**src/rtl/uart_tx_arbiter.sv**
```systemverilog
// uart_tx_arbiter: round-robin arbiter that shares one uart_tx among N_REQ byte producers.
// Optional BUSY watchdog is compiled in when UART_ARB_TIMEOUT_EN is defined.
module uart_tx_arbiter #(
    parameter int N_REQ       = 4,
    parameter int TIMEOUT_CYC = 200000
) (
    input  logic               clk,
    input  logic               reset,
    input  logic [N_REQ-1:0]   req,
    input  logic [8*N_REQ-1:0] req_data,
    output logic [N_REQ-1:0]   grant,
    output logic [N_REQ-1:0]   ack,
    output logic               tx_start,
    output logic [7:0]         tx_data,
    input  logic               tx_done,
    output logic               busy,
    output logic               timeout_err
);
    localparam int PW = $clog2(N_REQ);

    typedef enum logic [1:0] {
        IDLE  = 2'd0,
        START = 2'd1,
        BUSY  = 2'd2
    } state_t;

    state_t        state;
    state_t        state_next;
    logic [PW-1:0] rr_ptr;
    logic [PW-1:0] owner;
    logic [PW-1:0] win_idx;
    logic [PW-1:0] ptr_after;
    logic          win_found;
    logic          arb_go;
    logic          done_go;
    logic          abort_go;
    logic [7:0]    req_bytes [N_REQ];
    int            scan_idx;

    if (N_REQ < 2 || N_REQ > 8) begin : g_bad_n_req
        $error("uart_tx_arbiter: N_REQ must be 2..8");
    end
    if (TIMEOUT_CYC < 1) begin : g_bad_timeout
        $error("uart_tx_arbiter: TIMEOUT_CYC must be positive");
    end

    always_comb begin
        for (int i = 0; i < N_REQ; i++) begin
            req_bytes[i] = req_data[8*i +: 8];
        end
    end

    // Scan downward in offset so the last hit is the one closest to rr_ptr.
    always_comb begin
        win_found = 1'b0;
        win_idx   = '0;
        scan_idx  = 0;
        for (int i = N_REQ - 1; i >= 0; i--) begin
            scan_idx = int'(rr_ptr) + i;
            if (scan_idx >= N_REQ) begin
                scan_idx = scan_idx - N_REQ;
            end
            if (req[scan_idx[PW-1:0]]) begin
                win_found = 1'b1;
                win_idx   = scan_idx[PW-1:0];
            end
        end
    end

    assign ptr_after = (owner == PW'(N_REQ - 1)) ? '0 : owner + PW'(1);

    // No arbitration while ack or timeout_err is pulsing: guarantees an idle gap
    // and gives the previous owner a cycle to drop its request.
    assign arb_go  = (state == IDLE) && win_found && (ack == '0) && !timeout_err;
    assign done_go = (state == BUSY) && tx_done;

`ifdef UART_ARB_TIMEOUT_EN
    logic [31:0] to_cnt;
    logic        to_err;

    always_ff @(posedge clk or negedge reset) begin
        if (!reset) begin
            to_cnt <= '0;
            to_err <= 1'b0;
        end else begin
            to_err <= abort_go;
            if (state == START) begin
                to_cnt <= '0;
            end else if (state == BUSY) begin
                to_cnt <= to_cnt + 32'd1;
            end
        end
    end

    assign abort_go    = (state == BUSY) && !tx_done && (to_cnt == 32'(TIMEOUT_CYC - 1));
    assign timeout_err = to_err;
`else
    assign abort_go    = 1'b0;
    assign timeout_err = 1'b0;
`endif

    always_ff @(posedge clk or negedge reset) begin
        if (!reset) begin
            state <= IDLE;
        end else begin
            state <= state_next;
        end
    end

    always_comb begin
        state_next = state;
        tx_start   = 1'b0;
        busy       = 1'b0;
        case (state)
            IDLE: begin
                if (arb_go) begin
                    state_next = START;
                end
            end
            START: begin
                tx_start   = 1'b1;
                busy       = 1'b1;
                state_next = BUSY;
            end
            BUSY: begin
                busy = 1'b1;
                if (done_go || abort_go) begin
                    state_next = IDLE;
                end
            end
            default: state_next = IDLE;
        endcase
    end

    always_ff @(posedge clk or negedge reset) begin
        if (!reset) begin
            grant   <= '0;
            ack     <= '0;
            tx_data <= 8'h00;
            rr_ptr  <= '0;
            owner   <= '0;
        end else begin
            ack <= '0;
            if (arb_go) begin
                grant   <= {{(N_REQ-1){1'b0}}, 1'b1} << win_idx;
                owner   <= win_idx;
                tx_data <= req_bytes[win_idx];
            end
            if (done_go) begin
                ack    <= grant;
                grant  <= '0;
                rr_ptr <= ptr_after;
            end else if (abort_go) begin
                grant  <= '0;
                rr_ptr <= ptr_after;
            end
        end
    end
endmodule

```
**config.mk**
```make
export PLATFORM = sky130hd
export DESIGN_NAME = uart_tx_arbiter
export DESIGN_NICKNAME = d
export VERILOG_FILES = /design/src/rtl/uart_tx_arbiter.sv
export SDC_FILE = /design/constraint.sdc
export NUM_CORES = 1
export LEC_CHECK = 0
export BUFFER_PORTS_ARGS = -buffer_cell sky130_fd_sc_hd__buf_2
export CORE_MARGIN = 10
export CORE_UTILIZATION = 40
export DETAILED_ROUTE_END_ITERATION = 16
export PLACE_DENSITY = 0.83
export SKIP_LAST_GASP = 1
export SLEW_MARGIN = 20
export SYNTH_ARGS = -nofsm -noshare
export SYNTH_HDL_FRONTEND = slang
export SYNTH_SLANG_ARGS = --single-unit
```
**constraint.sdc**
```tcl
create_clock -name clk -period 2.8 [get_ports clk]
set_input_delay 0.28 -clock clk [delete_from_list [all_inputs] [get_ports clk]]
set_output_delay 0.28 -clock clk [all_outputs]
set_load 0.005 [all_outputs]
```
[After elaboration in Yosys (flattened, before gate mapping)]
Cells that the tools add are included.
Storage, ports and cells
  flip-flop bits (word level): 22
  input bits: 39
  output and inout port bits: 19
  logic and storage cells: 70
Cells by class
  add/sub/neg operators: 8
  $lt $le $gt $ge: 9
  equality and inequality tests: 5
  shifts and indexed selects: 1
  muxes and demuxes: 32
  bitwise gates (word level): 1
  reductions and logical operators: 8
Operators by type and width (count)
  two-way mux 2 bit: 11
  binary-select mux 8 bit (select 2 bit): 1
  two-way mux 8 bit: 2
  >= comparator 3 bit, second input constant: 4
  < comparator 2 x 3 -> 1 bit, second input constant: 4
  two-way mux 4 bit: 3
  two-way mux 1 bit: 10
  binary-select mux 1 bit (select 2 bit): 4
  subtractor 2 x 1 -> 2 bit, second input constant: 4
  adder 2 x 2 -> 3 bit, second input constant: 2
  case mux 2 bit (3 select lines): 1
  equality test 2 bit, second input constant: 2
  logical NOT 4 bit: 1
  != test 2 bit, second input constant: 2
  left shift 1 x 2 -> 4 bit, first input constant: 1
  adder 2 x 1 -> 3 bit, second input constant: 1
  >= comparator 2 x 3 -> 1 bit, second input constant: 1
  logical AND 1 bit: 3
  inverter 2 -> 3 bit: 1
  adder 2 x 1 -> 2 bit, second input constant: 1
  equality test 2 x 1 -> 1 bit, second input constant: 1
  logical NOT 2 bit: 1
  AND reduction 2 bit: 1
  nonzero test 2 bit: 1
  OR reduction 2 bit: 1

[Longest topological paths before layout]
Gate-level depths: netlist of the first run.
  depth after elaboration: 13
  gate-level depth with buffers: 7
  gate-level depth less buffers: 5

[Worst setup path before layout of the first run]
Ideal clock, no wire load.
  kind: reg-to-reg
  start point: reg ack[1]
  end point: reg state[1]
  library setup time: 0.125 ns
  arrival time: 1.408 ns
  required time: 2.675 ns
  slack: 1.268 ns
  cell stages (with the launch flop): 6
  buffers on the path: 1
  clock period less this slack: 1.532 ns
  path through: dfrtp_1 > nor4_2 > nand3_1 > buf_2 > a21oi_1 > mux2_2
On the way
  longest elaborated chain between the ends: 4
RTL lines
  start: declaration: RTL line 12  | output logic [N_REQ-1:0] ack,
  start signal: assignment: RTL line 150  | ack <= grant;
  logical NOT 4 bit: RTL line 74  | assign arb_go = (state == IDLE) && win_found && (ack == '0) && !timeout_err;
  logical AND 1 bit: RTL line 74
  != test 2 bit (no line)
  AND reduction 2 bit (no line)
  end signal: assignment: RTL line 106  | state <= state_next;
  end: declaration: RTL line 27  | state_t state;
No other way between the ends.
A chain may end at the register's enable or synchronous reset.

[Final worst setup path of the first run]
  start point: reg state[0]
  end point: reg tx_data[1]
On the way
  longest elaborated chain between the ends: 3
RTL lines
  logical NOT 2 bit: RTL line 74
  logical AND 1 bit (2 in series): RTL line 74
  end signal: assignment: RTL line 147  | tx_data <= req_bytes[win_idx];
  end: declaration: RTL line 14  | output logic [7:0] tx_data,
No other way between the ends.

==> flow_summary.yaml, run 1 <==
outcome:
  status: "complete, no violations"
critical_path:
  worstPathCellList: "inv_1 -> ha_1 -> nand3_1 -> nand2b_1 -> o221ai_1"
  cp_max_fo: 22
  max_stage_delay_ns: 0.52
  path_class: "reg -> reg"
  crit_end: "tx_data[1]"
  r2r_setup_slack_ns: 0.71
  r2r-start: "state[0]"
  cp.arrival_ns: 2.32
  slowest_stage: "nand3_1"
  r2r-end: "tx_data[1]"
  cp-startpoint: "state[0]"
  crit_path_end_kind: "flip-flop"
  worstRegToRegCells: 5
  crit_path_start_kind: "flip-flop"
  crit_required_ns: 3.02
die:
  rows: 20
  dieArea_sq_um: 5670
  ios: 58
  die_x_um: 75.3
  fp.dieH_um: 75.3
  start_util: 0.411
  fp.coreArea_sq_um: 2980
place:
  dp_cells: 199
  dp_hpwl_mm: 2.44
  io_buffers: 56
  gp_congestion: 0.751
timing:
  tightest_slew_ns: 0.705
  period_needed_ns: 2.09
  finalHoldViolCount: 0
  report.final.slew_viol_count: 0
  relSlewSlack: 0.529
  finClkSkew_ns: 0.0232
  min_period_over_period: 0.748
  grt_setup_unrepaired: "false"
  setup_viol: 0
  tns_ns: 0
  max_clock_freq_mhz: 478
clock_tree:
  clk_pin_slew_ns: 0.14
  cts_resized: 0
  htreeDepth: 1
  cts_hold_buf: 1
  cts-buffers-inserted: 3
  clkLatencyLatePin_ns: 0.32
  cts_tree: "yes"
  cts_max_path_buffers: 2
  cts_sinks: 22
  post_cts_buffers: 0
  clockRootBuffer: "clkbuf_4"
pwr:
  vdd_drop_max_mv: 0.339
  powerDensity_nw_per_um2: 962
  p_leak_nw: 0.842
layout:
  diodes: 0
  finalNetCount: 215
  fin_cells: 204
  area_growth_pct: 28.7
  multi_input_area_sq_um: 612
  drive_gt1_frac: 0.404
  seq_area_sq_um: 551
  fillers: 292
yosys:
  synth_edf_count: 0
  synth_top_area_cell: "dfrtp_1"
  ys_seq_area_frac: 0.450
  ys_ff_latch: 22
  netlist_top_cells_count: "dfrtp_1, mux2i_1, nand2_1"
  ys_warn_count: 0
  syn_nets: 160
  netlist_instances: 117
  synthTopCellsByArea: "dfrtp_1, mux2i_1, o221ai_1"
  synth_ff_type: "dfrtp_1"
  ys_types: 29
  yosysTopAreaCellShare: 0.450
  syn_avg_cell_area_sq_um: 10.4
  syn_area_sq_um: 1220
  yosysMostFrequentCell: "dfrtp_1"
  async_flop_share: 1.00
detailed_routing:
  drc: 0
  dr.pass1.iters: 4
  wirelength_mm: 3.08
  avgViaCountPerCell: 5.29
  drt-wirelength-per-cell_um: 15.1
  drt_iter0_markers: 55
  route.antenna.remaining_nets: 0
  vias: 1079
global_route:
  grt_max_degree: 23
  grt_use_met2: 0.180
  grtUsageMet1: 0.118
  grt_pass1_vias: 1151
  antenna_found_initial: 0
  grtUsageMet3: 0.0422
  grt_pass1_wl_mm: 4.90
  grt_overflow: 0
  grt_busiest_layer: "met2"
  grt_usage: 0.109
worst_hold_path:
  hold_path_class: "in -> reg"
  hold_start: "tx_done"
run:
  cap_violations: 0
worst max-delay path, delay by kind of cell (launching register included):
kind,cells,cell delay [ns]
buffers and inverters,1,0.09
adder cells (fa/ha/maj),1,0.21
AO/OA/AOI/OAI,1,0.25
flip-flops,1,0.42
AND/OR/NAND/NOR,2,1.01
area by class of cell:
| class | instances | share of cell area |
|---|---|---|
| Clock inverter | 1 | 0.0191 |
| Clock buffer | 3 | 0.0143 |
| Timing Repair Buffer | 58 | 0.189 |
| Tap cell | 33 | 0.0263 |
| Multi-Input combinational cell | 82 | 0.389 |
| Inverter | 5 | 0.0119 |
| Sequential cell | 22 | 0.350 |
stage by stage:
stage           util  setup slack, ns  hold slack (ns)  cell area (sq um)  power (W)
6_report       0.528            0.706            0.242               1570    0.00151
5_1_grt        0.528            0.503            0.253               1570    0.00165
4_1_cts        0.528            0.659            0.240               1570    0.00154
3_5_place_dp   0.507            0.701            0.274               1510    0.00128
3_3_place_gp   0.507            0.795            0.260               1510    0.00127
2_1_floorplan      -             1.27          -0.0156               1220    0.00106
how the worst min path moves through the flow:
stage	cells past startpoint	end	slack, ns
5_1_grt	2	ack[2]	0.25
6_report	2	ack[2]	0.24
2_1_floorplan	0	ack[0]	-0.02
3_3_place_gp	1	grant[0]	0.26
4_1_cts	2	ack[2]	0.24
3_5_place_dp	1	ack[1]	0.27
logic make-up after synthesis:
group,share of synthesized area
flip-flops,0.450
AO/OA/AOI/OAI,0.116
other,0.00307
adder cells (fa/ha/maj),0.0409
buffers and inverters,0.0553
AND/OR/NAND/NOR,0.167
multiplexers,0.168
flip-flops by register name (all words and copies together) (netlist names):
register,cells
state,2
owner,2
tx_data,8
rr_ptr,2
grant,4
ack,4
placed cells by master (no fill, tap or decap), drive strengths merged, types with 4 or more instances in the layout:
cell type | netlist | final
buf | 6 | 57
dfrtp | 22 | 22
mux2i | 16 | 16
nand2 | 14 | 14
o221ai | 8 | 8
a21oi | 8 | 8
inv | 5 | 5
and3 | 4 | 4
nand2b | 4 | 4
nor2 | 4 | 4
mux2 | 4 | 4
ha | 4 | 4
layer usage:
metal  wire length (um)  vias up
met5                  0        -
met2               1410       44
met3                343        4
li1                   -      528
met4                 49        0
met1               1270      503
power by group:
| group | internal (W) | switching, W | leakage [nW] |
|---|---|---|---|
| Combinational | 0.000356 | 0.000376 | 0.534 |
| Sequential | 0.000446 | 0.0000864 | 0.281 |
| Clock | 0.000145 | 0.000103 | 0.0279 |
| Total | 0.000947 | 0.000566 | 0.842 |
Note: power is estimated with default switching activity, not from simulation.
==> inputs of run 2 (changes only) <==
Settings changed: PLACE_DENSITY 0.83 to 0.85.
Clock period 2.8 ns to 1.7 ns, I/O delays scaled along.
==> run 2 against run 1 <==
  * Worst setup slack got worse by 0.63 ns
  * Sequential cell count unchanged
  * Critical endpoint is now grant[2]
  * Clock-buffer cell count increased by 1
  * Sequential power increased by 65%
==> flow_summary.yaml, run 2 (same netlist as run 1, synthesis figures left out) <==
outcome:
  status: "complete, no violations"
place:
  dp_hpwl_mm: 2.55
  gp_congestion: 0.791
  dp_cells: 202
  io_buffers: 56
  pre_cts_ws_ns: 0.0135
die:
  die_x_um: 75.3
  fp.dieH_um: 75.3
  rows: 20
  fp.coreArea_sq_um: 2980
  dieArea_sq_um: 5670
  ios: 58
  start_util: 0.411
global_route:
  grt_overflow: 0
  grt_max_degree: 23
  antenna_found_initial: 0
  grt_usage: 0.110
  grt_pass1_vias: 1123
  grt_pass1_wl_mm: 4.83
critical_path:
  slowest_stage: "dfrtp_1"
  cp_max_fo: 4
  cp.arrival_ns: 1.87
  crit_path_end_kind: "flip-flop"
  crit_buf_inv: 1
  worstPathCellList: "nand2b_1 -> a21oi_1 -> a211oi_4 -> buf_4 -> or3_1 -> a21oi_1"
  path_class: "reg -> reg"
  max_stage_delay_ns: 0.41
  crit_path_start_kind: "flip-flop"
  crit_required_ns: 1.94
  path_common_cell: "a21oi_1"
  cp_top_family: "simple AND/OR/NAND/NOR gates"
timing:
  tns_ns: 0
  min_period_over_period: 0.956
  worst_slack_ns: 0.0750
  finalHoldViolCount: 0
  setup_viol: 0
  period_needed_ns: 1.63
  max_clock_freq_mhz: 615
  finClkSkew_ns: 0.0124
  grt_setup_unrepaired: "false"
  report.final.slew_viol_count: 0
  hold-worst-slack_ns: 0.136
detailed_routing:
  dr.pass1.iters: 4
  drt_iter0_markers: 65
  drc: 0
  avgViaCountPerCell: 5.25
  vias: 1097
  route.antenna.remaining_nets: 0
  wirelength_mm: 3.19
  drt-wirelength-per-cell_um: 15.3
pwr:
  powerDensity_nw_per_um2: 1570
  p_leak_nw: 0.872
  vdd_drop_max_mv: 0.729
  power_w: 0.00256
worst_hold_path:
  hold_path_class: "in -> reg"
layout:
  drive_gt1_frac: 0.438
  regMostFlops: "tx_data"
  largest_reg_flops: 8
  reg_top3: "tx_data x8, ack x4, grant x4"
  final_common_cell: "buf_2"
  layout_common_cells: "buf_2, dfrtp_1, mux2i_1, nand2_1, o221ai_1"
  fillers: 270
  area_growth_pct: 33.3
  diodes: 0
  fin_cells: 209
  multi_input_area_sq_um: 622
  finalNetCount: 220
  seq_area_sq_um: 551
clock_tree:
  clockRootBuffer: "clkbuf_4"
  cts_sinks: 22
  cts_tree: "yes"
  cts_max_path_buffers: 2
  cts-buffers-inserted: 3
  clkLatencyLatePin_ns: 0.32
  htreeDepth: 1
  clk_pin_slew_ns: 0.13
run:
  cap_violations: 0
==> run 2: where the power goes <==
| part | leakage, nW | switching, W | internal (W) |
|---|---|---|---|
| sequential | 0.281 | 0.000144 | 0.000735 |
| clock | 0.0210 | 0.000162 | 0.000131 |
| combinational | 0.571 | 0.000667 | 0.000723 |
==> run 2: worst reg2reg max path: cells and delay by family (launching register included) <==
kind,cells,cell delay [ns]
AO/OA/AOI/OAI,3,0.49
buffers and inverters,1,0.16
flip-flops,1,0.41
AND/OR/NAND/NOR,2,0.49
==> run 2: path summary, 6_finish.rpt <==
| check | endpoint | startpoint | slack, ns | cells past startpoint |
|---|---|---|---|---|
| min in group asynchronous | state[1] | reset | 0.32 | 2 |
| hold / removal | tx_data[6] | req_data[22] | 0.14 | 3 |
| hold reg to reg | tx_data[6] | tx_data[6] | 0.49 | 2 |
| setup reg to reg | grant[2] | rr_ptr[0] | 0.07 | 6 |
| setup / recovery | grant[2] | rr_ptr[0] | 0.07 | 6 |
| max in group asynchronous | tx_data[1] | reset | 1.04 | 2 |
==> run 2: repair_timing <==
action / in CTS / in global routing
endpoints found under the hold margin: 22 / 0
resized for setup: 0 / 3
hold buffers: 1 / 0
setup endpoints to repair: 0 / 13
setup buffers: 0 / 2
==> run 2: final cells by class <==
cell class | count | area share
inverters | 5 | 0.0115
clock buffers | 4 | 0.0223
multi-input cells | 82 | 0.382
repair buffers | 63 | 0.221
flip-flops and latches | 22 | 0.338
well taps | 33 | 0.0253
==> run 2: metal layers <==
layer / track usage / vias up / wire, um
met1: 0.118 / 505 / 1310
met5: 0 / - / 0
met3: 0.0343 / 8 / 350
li1: - / 529 / -
met4: 0.0557 / 0 / 60
met2: 0.189 / 55 / 1470
==> run 2: metrics by stage <==
| stage | cell area [sq um] | utilization |
|---|---|---|
| 2_1_floorplan | 1220 | - |
| 3_3_place_gp | 1560 | 0.523 |
| 3_5_place_dp | 1560 | 0.523 |
| 4_1_cts | 1600 | 0.539 |
| 5_1_grt | 1630 | 0.547 |
| 6_report | 1630 | 0.547 |
